[src/rtl/ls_data_gen.sv]
// Serial test-pattern generator for the chip under test. D_OUT drives the chip, and DATA/DATA_VLD
// carry the same stream, delayed by LAT cycles, to the comparator.
module ls_data_gen #(
  parameter int DLY_MAX = 16,  // 2..16
  parameter int LEN_W   = 16
) (
  input  logic             CLK,
  input  logic             RST,
  input  logic             START,
  input  logic             ABORT,
  input  logic [1:0]       MODE,
  input  logic [6:0]       SEED,
  input  logic [LEN_W-1:0] NUM_BITS,
  input  logic [3:0]       LAT,
  output logic             D_OUT,
  output logic             DATA,
  output logic             DATA_VLD,
  output logic             BUSY,
  output logic             DONE
);

  typedef enum logic [1:0] {S_IDLE, S_RUN, S_FLUSH, S_DONE} state_e;

  localparam logic [3:0]       LAT_MAX = 4'(DLY_MAX - 1);
  localparam logic [LEN_W-1:0] ONE     = LEN_W'(1);

  // Every pattern is a 7-bit state plus an output tap and a step rule.
  function automatic logic pat_bit(input logic [1:0] mode, input logic [6:0] s);
    case (mode)
      2'd0:    pat_bit = s[6];
      2'd2:    pat_bit = 1'b1;
      default: pat_bit = s[0];
    endcase
  endfunction

  function automatic logic [6:0] pat_next(input logic [1:0] mode, input logic [6:0] s);
    case (mode)
      2'd0:    pat_next = {s[5:0], s[6] ^ s[5]};
      2'd1:    pat_next = {s[6:1], ~s[0]};
      2'd2:    pat_next = s;
      default: pat_next = {s[0], s[6:1]};
    endcase
  endfunction

  function automatic logic [6:0] pat_init(input logic [1:0] mode, input logic [6:0] seed);
    case (mode)
      2'd0:    pat_init = (seed == 7'd0) ? 7'h01 : seed;
      2'd1:    pat_init = 7'h00;
      default: pat_init = seed;
    endcase
  endfunction

  state_e             state_q, state_d;
  logic [1:0]         mode_q, mode_d;
  logic [LEN_W-1:0]   num_q, num_d;
  logic [3:0]         lat_q, lat_d;
  logic [6:0]         pat_q, pat_d;
  logic [LEN_W-1:0]   cnt_q, cnt_d;
  logic               dout_q, dout_d;
  logic [DLY_MAX-1:1] dly_q, dly_d;
  logic [DLY_MAX-1:1] vdly_q, vdly_d;

  logic [3:0]         lat_in;
  logic [6:0]         init_pat;
  logic               run_vld;
  logic [DLY_MAX-1:0] dtap;
  logic [DLY_MAX-1:0] vtap;

  if (DLY_MAX >= 16) begin : g_lat_full
    assign lat_in = LAT;
  end else begin : g_lat_clamp
    assign lat_in = (LAT > LAT_MAX) ? LAT_MAX : LAT;
  end

  assign init_pat = pat_init(MODE, SEED);
  assign run_vld  = (state_q == S_RUN);
  // Tap 0 is the live D_OUT so LAT=0 needs no special case.
  assign dtap     = {dly_q, dout_q};
  assign vtap     = {vdly_q, run_vld};

  always_comb begin
    state_d = state_q;
    mode_d  = mode_q;
    num_d   = num_q;
    lat_d   = lat_q;
    pat_d   = pat_q;
    cnt_d   = cnt_q;
    dout_d  = 1'b0;
    dly_d   = dtap[DLY_MAX-2:0];
    vdly_d  = vtap[DLY_MAX-2:0];

    case (state_q)
      S_IDLE: begin
        if (START) begin
          mode_d = MODE;
          num_d  = NUM_BITS;
          lat_d  = lat_in;
          cnt_d  = '0;
          dly_d  = '0;
          vdly_d = '0;
          pat_d  = init_pat;
          if (NUM_BITS == '0) begin
            state_d = S_DONE;
          end else begin
            state_d = S_RUN;
            dout_d  = pat_bit(MODE, init_pat);
            pat_d   = pat_next(MODE, init_pat);
          end
        end
      end
      S_RUN: begin
        if (cnt_q == (num_q - ONE)) begin
          cnt_d   = '0;
          state_d = (lat_q == 4'd0) ? S_DONE : S_FLUSH;
        end else begin
          cnt_d  = cnt_q + ONE;
          dout_d = pat_bit(mode_q, pat_q);
          pat_d  = pat_next(mode_q, pat_q);
        end
      end
      S_FLUSH: begin
        // The counter is reused to time the drain of the delay line.
        if (cnt_q == (LEN_W'(lat_q) - ONE)) begin
          state_d = S_DONE;
        end else begin
          cnt_d = cnt_q + ONE;
        end
      end
      default: state_d = S_IDLE;
    endcase

    if (ABORT) begin
      state_d = S_IDLE;
      cnt_d   = '0;
      dout_d  = 1'b0;
      dly_d   = '0;
      vdly_d  = '0;
    end
  end

  always_ff @(posedge CLK or posedge RST) begin
    if (RST) begin
      state_q <= S_IDLE;
      mode_q  <= 2'd0;
      num_q   <= '0;
      lat_q   <= 4'd0;
      pat_q   <= 7'h01;
      cnt_q   <= '0;
      dout_q  <= 1'b0;
      dly_q   <= '0;
      vdly_q  <= '0;
    end else begin
      state_q <= state_d;
      mode_q  <= mode_d;
      num_q   <= num_d;
      lat_q   <= lat_d;
      pat_q   <= pat_d;
      cnt_q   <= cnt_d;
      dout_q  <= dout_d;
      dly_q   <= dly_d;
      vdly_q  <= vdly_d;
    end
  end

  assign D_OUT    = dout_q;
  assign DATA_VLD = vtap[lat_q];
  assign DATA     = dtap[lat_q] & DATA_VLD;
  assign BUSY     = (state_q == S_RUN) || (state_q == S_FLUSH);
  assign DONE     = (state_q == S_DONE);

endmodule

[config.mk]
export PLATFORM = sky130hd
export DESIGN_NAME = ls_data_gen
export DESIGN_NICKNAME = d
export VERILOG_FILES = /design/src/rtl/ls_data_gen.sv
export SDC_FILE = /design/constraint.sdc
export NUM_CORES = 1
export LEC_CHECK = 0
export BUFFER_PORTS_ARGS = -buffer_cell sky130_fd_sc_hd__buf_2
export CORE_UTILIZATION = 45
export DETAILED_ROUTE_END_ITERATION = 16
export GPL_ROUTABILITY_DRIVEN = 0
export SYNTH_ARGS = -nofsm -noshare
export SYNTH_HDL_FRONTEND = slang
export SYNTH_SLANG_ARGS = --single-unit
export TNS_END_PERCENT = 30
[constraint.sdc]
create_clock -name CLK -period 4.02 [get_ports CLK]
set_clock_uncertainty 0.2 [all_clocks]
set_input_delay 0.804 -clock CLK [delete_from_list [all_inputs] [get_ports CLK]]
set_output_delay 0.804 -clock CLK [all_outputs]
set_load 0.01 [all_outputs]
**Word-level counts from Yosys, hierarchy flattened**

Cells that the tools add are included.

- Word-level logic and storage cells: 87
- Output and inout bits: 5
- Input port bits: 33
- Register bits after elaboration: 78

- Reductions and logical operators: 14
- Bitwise gates (word level): 5
- Equal/unequal tests: 17
- Magnitude comparators: 1
- Mux-type cells: 37
- Add/subtract/negate cells: 3

Operators by type and width:

| kind | number |
|---|---|
| 2-to-1 mux 15 bit | 6 |
| 2-to-1 mux 16 bit | 4 |
| case mux 16 bit (3 select lines) | 1 |
| case mux 7 bit (3 select lines) | 2 |
| equality test 16 bit | 2 |
| 2-to-1 mux 7 bit | 4 |
| case mux 7 bit (2 select lines) | 2 |
| adder 16 x 1 -> 16 bit, second input constant | 1 |
| logical NOT 16 bit | 1 |
| subtractor 16 x 1 -> 16 bit, second input constant | 1 |
| 2-to-1 mux 2 bit | 5 |
| inequality test 3 bit, second input constant | 3 |
| binary-select mux 1 bit (select 4 bit) | 2 |
| equality test 2 bit, second input constant | 4 |
| inequality test 2 bit, second input constant | 4 |
| logical NOT 7 bit | 1 |
| 2-to-1 mux 1 bit | 7 |
| equality test 2 x 1 -> 1 bit, second input constant | 3 |
| logical NOT 2 bit | 3 |
| case mux 1 bit (2 select lines) | 3 |
| case mux 2 bit (3 select lines) | 1 |
| AND reduction 3 bit | 2 |
| less-than comparator 4 x 5 -> 1 bit, second input constant | 1 |
| AND reduction 5 bit | 1 |
| 11 further kinds | 13 |

**Depth between registers and ports, before layout**

- Depth in word-level cells: 8
- Gate-level depth with buffers: 12
- Gate-level depth less buffers: 9

**Worst setup path after synthesis**

No wires, ideal clock.

- Path type: register to register
- From: register num_q[2]
- To: register cnt_q[2]
- Setup time: 126 ps
- Path slack: 1083 ps
- Stages on the path, launching flop included: 11
- Data required time: 3694 ps
- Arrival time: 2611 ps
- Path buffers: 3
- Clock period less this slack: 2937 ps
- Cells stage by stage: dfrtp_1 > or4_1 > buf_2 > o31a_1 > o32ai_1 > o22a_1 > a41o_1 > buf_6 > buf_6 > a211oi_1 > a221o_1

- Word-level cells in the longest chain between the ends: 5

Ends and longest elaborated chain:

| what | line | source |
|---|---|---|
| start, declared | 55 | `logic [LEN_W-1:0] num_q, num_d;` |
| start signal, assigned | 155 | `num_q <= num_d;` |
| subtractor 16 x 1 -> 16 bit | 112 | `if (cnt_q == (num_q - ONE)) begin` |
| equality test 16 bit | 112 |  |
| 2-to-1 mux 16 bit | 112 |  |
| case mux 16 bit (3 select lines) | 92 | `case (state_q)` |
| 2-to-1 mux 16 bit | 132 | `if (ABORT) begin` |
| end signal, assigned | 158 | `cnt_q <= cnt_d;` |
| end, declared | 58 | `logic [LEN_W-1:0] cnt_q, cnt_d;` |

No other way between the ends.
A chain may end at the register's enable or synchronous reset.

**Worst setup path after layout**

Ends and elaborated chain as after synthesis.

==> impl_metrics.csv <==
group,metric,value,unit
power,p_per_area,613.1,mW/mm2
routing,avgViaCountPerCell,5.881,
synthesis,synthArstFlopShare,100.0,%
power,p_int,2.066,mW
die,dieArea,0.01136,mm2
clocking,cts_made_buffers,9,
critical_path,crit_start,"num_q[2]",
timing,max_freq,0.2848,GHz
placement,dpl.hpwl,8138,um
placement,portBuffers,37,
synthesis,synth.avg_cell_area,9.961,um2
critical_path,crit_chain,"or4_1 -> o31a_1 -> o32ai_1 -> o22a_1 -> a41o_1 -> a21oi_2 -> a221o_1",
critical_path,r2r_start,"num_q[2]",
cells_and_area,insertedDiodeCount,0,
clocking,post_cts_buffers,0,
timing,final.period_utilization,87.33,%
routing,wl_per_cell,17.01,um
power,switching_share,38.29,%
timing,tns,0,ns
synthesis,synth_nets,535,
die,die_h,106.6,um
synthesis,netlist.area_leader.share,39.16,%
critical_path,max_stage_delay,0.67,ns
global_route,grt_pass1_wl,18650,um
timing,tightest_slew,0.9958,ns
critical_path,worstSetupPathType,"reg -> reg",
synthesis,synth-main-ff-cell,"dfrtp_1",
synthesis,synth.area.top_cells,"dfrtp_1, mux2_2, mux4_2",
critical_path,cp_data_required_time,4.08,ns
die,pin_count,38,
die,die_x,106.6,um
clocking,cts.sinks,78,
global_route,grt_pass1_vias,3728,
clocking,cts_root_buf,"clkbuf_8",
timing,setup-violations-final,0,
routing,initialDrtViolationCount,167,
critical_path,crit_fanout,17,
power,p_seq_share,36.4,%
die,initial_utilization,47.03,%
power,power,3.348,mW
critical_path,crit_arrival,3.57,ns
routing,wirelength,11170,um
die,core-area,0.01046,mm2
power,switching_power,1.282,mW
critical_path,reg2reg_depth,7,
global_route,antenna_found_initial,0,
synthesis,synthTopCellsByCount,"dfrtp_1, and2_1, clkbuf_1",
outcome,status,"finished, final reports clean",
synthesis,ys_types,64,
power,pwr-share-comb,40.0,%
synthesis,synthCells,494,
timing,drv_slew,0,
synthesis,synthMostInstantiatedCell,"dfrtp_1",
global_route,gr-usage-all-layers,21.21,%
power,pwr-share-clk,23.6,%
min_path,hold_class,"in -> async",
cells_and_area,areaGrowthSynthToFinish,10.98,%
critical_path,slowest_stage,"or4_1",
clocking,clk-insertion-delay-late,0.37,ns
clocking,post_cts_resize_count,0,
synthesis,ys_ff_latch,78,
power,power.leakage,2.330,nW
synthesis,syn_area,0.004921,mm2
clocking,h-tree-depth,3,
critical_path,crit_path_end,"cnt_q[2]",
flow_run,cap_violations,0,
cells_and_area,layout-drive-gt1-share,21.69,%
timing,rsz0062_at_grt,"false",
critical_path,startpoint_type,"flip-flop",
clocking,clkSlewWorstSetupHoldPaths,0.09,ns
routing,antenna_left,0,
routing,drt_pass1_iterations,5,
routing,drc,0,
clocking,hold_buffers,0,
global_route,grt_max_degree,33,
die,rows,37,
timing,finalWorstPathRequiredPeriod,3.511,ns
critical_path,worstReg2RegEnd,"cnt_q[2]",
clocking,tritoncts,"yes",
power,ir_drop,0.4543,mV
synthesis,ys_seq_area_share,39.69,%
timing,maxSlewHeadroom,33.45,%
synthesis,yosys.area.top_type,"dfrtp_1",
global_route,gr-total-overflow,0,
cells_and_area,nets,557,
timing,hold_violations,0,
critical_path,end_kind,"flip-flop",
routing,vias,3864,
clocking,cts_buffer_depth,2,
critical_path,r2r_slack,0.51,ns
synthesis,synth_edf_count,0,
synthesis,ys_warn_count,0,
-- placed cells by master, fill, tap and decap left out, drive strengths merged, types with 5 or more instances in the layout --
| master | n |
|---|---|
| o22ai | 6 |
| a2111oi | 5 |
| a211o | 11 |
| xor2 | 12 |
| and3 | 7 |
| o31ai | 6 |
| nor4 | 13 |
| o21a | 11 |
| a211oi | 11 |
| mux4 | 10 |
| and2 | 33 |
| nor2 | 20 |
| or4 | 5 |
| inv | 14 |
| dfrtp | 77 |
| nand4 | 9 |
| nor3 | 10 |
| nand2 | 22 |
| or2 | 6 |
| nand3 | 16 |
| nand2b | 7 |
| nor3b | 8 |
| ha | 8 |
| a21oi | 15 |
| buf | 45 |
| mux2 | 27 |
| o21ai | 21 |
| xnor2 | 19 |
| clkbuf | 9 |
-- logic make-up after synthesis --
kind of cell,Yosys count,share of synthesized area (%)
DFF,78,39.69
AOI/OAI and AO/OA,118,17.44
adders and majority gates,8,2.034
buffers and inverters,49,4.094
and+or+nand+nor,172,20.26
xor gates and xnor gates,31,5.517
muxes,38,10.96
-- critical path, delay by kind of cell, from the launching register on --
family             cells  cell delay [ns]
DFF                    1             0.47
AOI/OAI and AO/OA      6             2.04
and+or+nand+nor        1             0.67
-- registers in the layout (all words and copies together) (netlist names) --
signal   count
num_q       16
dly_q       15
mode_q       2
lat_q        4
cnt_q       16
D_OUT        1
state_q      2
vdly_q      15
pat_q        7
-- power groups by stage --
stage | Sequential, mW | Clock (mW) | Combinational, mW
after floorplan | 1.10 | 0 | 1.16
after global placement | 1.22 | 0 | 1.32
after detailed placement | 1.23 | 0 | 1.34
after CTS | 1.22 | 0.812 | 1.35
after global routing | 1.25 | 0.846 | 1.50
final | 1.22 | 0.791 | 1.34
-- final cells by class --
cell class / instances / area [um2]
fillers: 955 / 5001
inverters: 15 / 57.56
clock buffers: 9 / 123.9
flip-flops and latches: 78 / 1953
repair buffers: 45 / 245.2
clock inverters: 7 / 145.1
well taps: 136 / 170.2
multi-input cells: 367 / 2766
-- worst min-delay path by stage --
stage           endpoint       from  slack (ns)
2_1_floorplan  dly_q[11]  dly_q[10]        0.25
3_3_place_gp   vdly_q[4]  vdly_q[3]        0.25
3_5_place_dp    dly_q[8]   dly_q[7]        0.26
4_1_cts         dly_q[9]        RST        0.27
5_1_grt         dly_q[8]        RST        0.29
6_report        dly_q[8]        RST        0.26
-- metrics by stage --
step           hold WS, ns  area [um2]  setup slack (ns)  util, %  std cells
6_report            0.2635        5461            0.5091    52.20        657
5_1_grt             0.2903        5461            0.3462    52.20        657
4_1_cts             0.2674        5461            0.4818    52.20        657
3_5_place_dp        0.2607        5192            0.5518    49.63        641
3_3_place_gp        0.2522        5192            0.6510    49.63        641
2_1_floorplan       0.2477        4921             1.023        -        494
-- layer usage --
layer	routed length (um)	vias to the layer above	share of wire, %	global-route usage, %
met5	0	-	0	0
met4	119	0	1.1	7.143
met3	395	8	3.5	4.802
li1	-	1876	-	-
met1	5381	1916	48	29.73
met2	5276	64	47	32.40
Note: power is estimated with default switching activity, not from simulation.
